===== src/rtl/seq_divider.sv =====
// seq_divider: multi-cycle unsigned restoring divider, one quotient bit per clock.
// Optional DIVIDER_DIV0_EN: divide-by-zero short-circuits to Q=all ones, R=N, err=1.
module seq_divider #(
   parameter int W = 3
) (
   input  logic         clk,
   input  logic         rst,
   input  logic         start_i,
   input  logic [W-1:0] n_i,
   input  logic [W-1:0] d_i,
   output logic [W-1:0] q_o,
   output logic [W-1:0] r_o,
   output logic         busy_o,
   output logic         done_o,
   output logic         err_o
);

   localparam int CW = $clog2(W + 1);

   typedef enum logic {
      IDLE,
      RUN
   } state_t;

   state_t        state_q, state_d;
   logic [W:0]    rem_q, rem_d;
   logic [W-1:0]  shift_q, shift_d;
   logic [W-1:0]  div_q, div_d;
   logic [CW-1:0] cnt_q, cnt_d;
   logic [W-1:0]  quo_q, quo_d;
   logic [W-1:0]  res_q, res_d;
   logic          busy_q, busy_d;
   logic          done_q, done_d;

   // Bit W of the remainder is always 0 after a restore step; it drops out
   // of the left shift, so it is never read.
   logic          rem_top_unused;

   logic [W:0]    rem_sh;
   logic [W+1:0]  sum;
   logic          no_borrow;
   logic [W:0]    rem_nx;
   logic [W-1:0]  shift_nx;

   assign rem_top_unused = rem_q[W];

   // Trial subtraction in B-A form: carry-out of rem_sh + ~D + 1 means no borrow.
   assign rem_sh    = {rem_q[W-1:0], shift_q[W-1]};
   assign sum       = {1'b0, rem_sh} + {1'b0, ~{1'b0, div_q}} + (W+2)'(1);
   assign no_borrow = sum[W+1];
   assign rem_nx    = no_borrow ? sum[W:0] : rem_sh;
   assign shift_nx  = {shift_q[W-2:0], no_borrow};

`ifdef DIVIDER_DIV0_EN
   logic err_q, err_d;
   assign err_o = err_q;
`else
   assign err_o = 1'b0;
`endif

   assign q_o    = quo_q;
   assign r_o    = res_q;
   assign busy_o = busy_q;
   assign done_o = done_q;

   // Next-state and datapath control for the IDLE/RUN sequencer.
   always_comb begin
      state_d = state_q;
      rem_d   = rem_q;
      shift_d = shift_q;
      div_d   = div_q;
      cnt_d   = cnt_q;
      quo_d   = quo_q;
      res_d   = res_q;
      busy_d  = busy_q;
      done_d  = 1'b0;
`ifdef DIVIDER_DIV0_EN
      err_d   = err_q;
`endif
      unique case (state_q)
         IDLE: begin
            if (start_i) begin
`ifdef DIVIDER_DIV0_EN
               if (d_i == '0) begin
                  quo_d  = '1;
                  res_d  = n_i;
                  err_d  = 1'b1;
                  done_d = 1'b1;
               end else begin
                  err_d   = 1'b0;
                  div_d   = d_i;
                  rem_d   = '0;
                  shift_d = n_i;
                  cnt_d   = CW'(W);
                  busy_d  = 1'b1;
                  state_d = RUN;
               end
`else
               div_d   = d_i;
               rem_d   = '0;
               shift_d = n_i;
               cnt_d   = CW'(W);
               busy_d  = 1'b1;
               state_d = RUN;
`endif
            end
         end
         RUN: begin
            rem_d   = rem_nx;
            shift_d = shift_nx;
            cnt_d   = cnt_q - CW'(1);
            if (cnt_q == CW'(1)) begin
               quo_d   = shift_nx;
               res_d   = rem_nx[W-1:0];
               done_d  = 1'b1;
               busy_d  = 1'b0;
               state_d = IDLE;
            end
         end
         default: state_d = IDLE;
      endcase
   end

   // State and result registers; reset clears everything, discarding any partial result.
   always_ff @(posedge clk or posedge rst) begin
      if (rst) begin
         state_q <= IDLE;
         rem_q   <= '0;
         shift_q <= '0;
         div_q   <= '0;
         cnt_q   <= '0;
         quo_q   <= '0;
         res_q   <= '0;
         busy_q  <= 1'b0;
         done_q  <= 1'b0;
`ifdef DIVIDER_DIV0_EN
         err_q   <= 1'b0;
`endif
      end else begin
         state_q <= state_d;
         rem_q   <= rem_d;
         shift_q <= shift_d;
         div_q   <= div_d;
         cnt_q   <= cnt_d;
         quo_q   <= quo_d;
         res_q   <= res_d;
         busy_q  <= busy_d;
         done_q  <= done_d;
`ifdef DIVIDER_DIV0_EN
         err_q   <= err_d;
`endif
      end
   end

endmodule

===== config.mk =====
export PLATFORM = sky130hd
export DESIGN_NAME = seq_divider
export DESIGN_NICKNAME = d
export VERILOG_FILES = /design/src/rtl/seq_divider.sv
export SDC_FILE = /design/constraint.sdc
export NUM_CORES = 1
export LEC_CHECK = 0
export CELL_PAD_IN_SITES_DETAIL_PLACEMENT = 0
export CELL_PAD_IN_SITES_GLOBAL_PLACEMENT = 1
export CORE_MARGIN = 5
export CORE_UTILIZATION = 35
export CTS_CLUSTER_DIAMETER = 50
export DETAILED_ROUTE_END_ITERATION = 12
export MAX_ROUTING_LAYER = met4
export PLACE_DENSITY = 0.81
export SETUP_SLACK_MARGIN = 0.3
export SLEW_MARGIN = 20
export SYNTH_ARGS = -nofsm -noshare
export SYNTH_HDL_FRONTEND = slang
export SYNTH_SLANG_ARGS = --single-unit

===== constraint.sdc =====
create_clock -name clk -period 4.8 [get_ports clk]
set_clock_uncertainty 0.2 [all_clocks]
set_input_delay 0.72 -clock clk [delete_from_list [all_inputs] [get_ports clk]]
set_output_delay 0.72 -clock clk [all_outputs]
set_load 0.05 [all_outputs]

==> results by group <==
Floorplanning
  • Die Y: 62.1 um
  • Die width: 62.1 um
  • # rows: 19
  • Initial Util: 0.354
  • Placeable Area: 0.00269 mm^2
  • I/O Pins: 18
  • DIE AREA: 0.00386 mm^2

Routing
  • Vias per Instance: 5.09
  • Final WL: 1.75 mm
  • DR vias: 682
  • # DRC: 0
  • Iteration-0 DRC Markers: 12
  • Drt first pass iters: 4
  • Antenna Nets Post-Route: 0
  • Wirelength per Cell: 13.0 um

Setup path
  • Critical Path RT: 3880 ps
  • Crit-path slowest cell: clkdlybuf4s50_1
  • Max FO, Critical Path: 3
  • Worst Setup End Kind: output port
  • CP Cell Sequence: clkdlybuf4s50_1
  • CP Buf/Inv Count: 1
  • Start of the worst register-to-register path: shift_q[2]
  • Worst setup path category: reg2out
  • Worst setup startpoint: busy_o
  • Slowest cell delay on critical path: 810 ps
  • CP arrival: 1500 ps
  • CP Launch Type: register
  • CP delay by family, top: buffers and inverters

GRT
  • Vias in the first global route: 713
  • Global-route wire length before repair: 3.17 mm
  • GRT Total Usage: 0.103
  • Initial antenna violation count: 0
  • GR Overflow Total: 0
  • Largest net degree at the start of global routing: 22

Run
  • Max Cap Viol: 0

Synth
  • Syn_nets: 101
  • Post-Syn Area: 951 um^2
  • Post-Synth Adder-Cell Area: 0.0605
  • Synth warnings: 0
  • Synth cell types: 29
  • Post-synthesis average cell area: 10.8 um^2
  • Compound-cell area share of the yosys netlist: 0.107
  • Main combinational cell family by area after synthesis: simple AND/OR/NAND/NOR gates
  • Simple-Gate Fraction of Synth Area: 0.162
  • Post-synthesis xor/xnor area fraction: 0
  • Post-synthesis sequential area ratio: 0.526
  • Yosys reg bits: 20
  • Mapped Cells: 88
  • Mux cell area share after synthesis: 0.0842

Clocking
  • Clk_lat worst skew: 310 ps
  • Clock Sinks: 20
  • Hold_buf cts: 0
  • Root Buffer: clkbuf_4
  • CTS tree: built
  • Clock-pin slew on the worst setup and hold paths: 130 ps
  • Max clock buf depth: 2
  • Post-CTS Resized: 0
  • Clock H-tree levels: 1
  • CTS buffer count: 3
  • Setup Buffers After CTS: 0

STA
  • Min Hold Slack: 294 ps
  • Slew headroom: 0.496
  • Min cycle time layout: 2420 ps
  • Slew @ Worst Pin: 755 ps
  • FMAX: 0.413 GHz
  • Final worst-path cycle share: 0.504
  • Final hold violations: 0
  • Fin. max-slew vios: 0
  • RSZ-0062 raised after global routing: no
  • Setup tns final: 0 ps
  • Setup Viol. Count Final: 0

Placed design
  • Hpwl dp: 1.26 mm
  • GP Congestion: 0.872
  • PortBufs: 16
  • Post-placement cell area: 0.00112 mm^2

Layout
  • Fin nets: 117
  • Ant. Diodes: 0
  • Most common cell after layout, fill and taps aside: dfrtp_1
  • Area taken by multi-input logic gates: 397 um^2
  • Register area: 500 um^2
  • Design Area, Final: 0.00117 mm^2
  • Layout fillers: 275
  • Most frequent cells in the layout: 20 x dfrtp_1, 16 x clkdlybuf4s50_1, 8 x nand2_1
  • Area delta synth->final: 23.6%
  • Share of cells above drive strength 1: 0.0777

Min path
  • HP Start: q_o[0]
  • Worst min path class: reg2reg

Outcome
  • Status: finished, final reports clean

Power and ir drop
  • LEAKAGE: 0.523 nW
  • Peak VDD IR: 0.000434 V
  • Power Density: 818 mW/mm^2
[cell usage after synthesis]
| library cell | instances | share of area |
|---|---|---|
| a211oi_1 | 1 | 0.0079 |
| a21oi_1 | 2 | 0.011 |
| a22o_1 | 1 | 0.0092 |
| a32o_2 | 1 | 0.012 |
| buf_2 | 4 | 0.021 |
| buf_4 | 1 | 0.0079 |
| conb_1 | 1 | 0.0039 |
| dfrtp_1 | 20 | 0.53 |
| fa_1 | 1 | 0.021 |
| ha_1 | 3 | 0.039 |
| inv_1 | 7 | 0.028 |
| mux2_1 | 4 | 0.047 |
| mux2_4 | 1 | 0.016 |
| mux2i_1 | 2 | 0.021 |
| nand2_1 | 8 | 0.032 |
| nand2b_1 | 4 | 0.026 |
| nand4_1 | 4 | 0.026 |
| nor2_1 | 5 | 0.020 |
| nor2_2 | 1 | 0.0066 |
| nor2b_1 | 3 | 0.020 |
| nor3_1 | 1 | 0.0053 |
| nor3_2 | 1 | 0.011 |
| o211ai_1 | 2 | 0.016 |
| o21ai_0 | 1 | 0.0053 |
| o21ai_1 | 4 | 0.021 |
| o22ai_1 | 1 | 0.0066 |
| o311ai_1 | 2 | 0.018 |
| or3_1 | 1 | 0.0066 |
| or3b_1 | 1 | 0.0092 |
[report_power, final]
| group | internal (W) | leakage, nW | switching [W] |
|---|---|---|---|
| Sequential | 0.000254 | 0.240 | 0.0000718 |
| Combinational | 0.000206 | 0.256 | 0.000290 |
| Clock | 0.0000845 | 0.0279 | 0.0000545 |
| Total | 0.000545 | 0.523 | 0.000416 |
[worst paths after layout]
kind | to | slack [ps] | cells past startpoint
min in group asynchronous | q_o[0] | 630 | 2
max in group asynchronous | div_q[1] | 3280 | 2
worst min register to register | q_o[0] | 290 | 2
worst max register to register | r_o[0] | 2840 | 6
worst min-delay path | q_o[0] | 290 | 2
worst max-delay path | busy_o | 2380 | 1
[metal layers]
metal,global-route usage,up-vias,wire length (um)
met1,0.121,325,796
met3,0.0432,4,127
li1,-,328,-
met2,0.158,25,799
met5,-,-,0
met4,0.0352,0,21
[sequential cells by signal, indices dropped and copies added (netlist names)]
signal and cells:
r_o 3, div_q 3, busy_o 1, shift_q 3, state_q 1, rem_q 3, cnt_q 2, done_o 1
q_o 3
[metrics by stage]
| stage | total power [W] | utilization | std cells | setup slack, ps |
|---|---|---|---|---|
| floorplan | 0.000695 | - | 88 | 3030 |
| global placement | 0.000815 | 0.418 | 130 | 2410 |
| detailed placement | 0.000828 | 0.418 | 130 | 2370 |
| CTS | 0.000971 | 0.437 | 134 | 2360 |
| global route | 0.00104 | 0.437 | 134 | 2330 |
| finish | 0.000961 | 0.437 | 134 | 2380 |
[cell families (layout without fill, tap and decap cells)]
logic type                 Yosys count  count (layout)
adders and majority gates            4               4
other                                1               1
buffers and inverters               12              27
AOI/OAI and AO/OA                   15              15
DFF                                 20              20
muxes                                7               7
and+or+nand+nor                     29              29
[cell type report]
type / instances / share of cell area
tap: 31 / 0.0330
clock inverter: 1 / 0.0256
timing repair buffer: 16 / 0.136
inverter: 7 / 0.0224
clock buffer: 3 / 0.0192
multi-input combinational: 56 / 0.338
sequential: 20 / 0.426
Power figures use the tool's default switching activity.
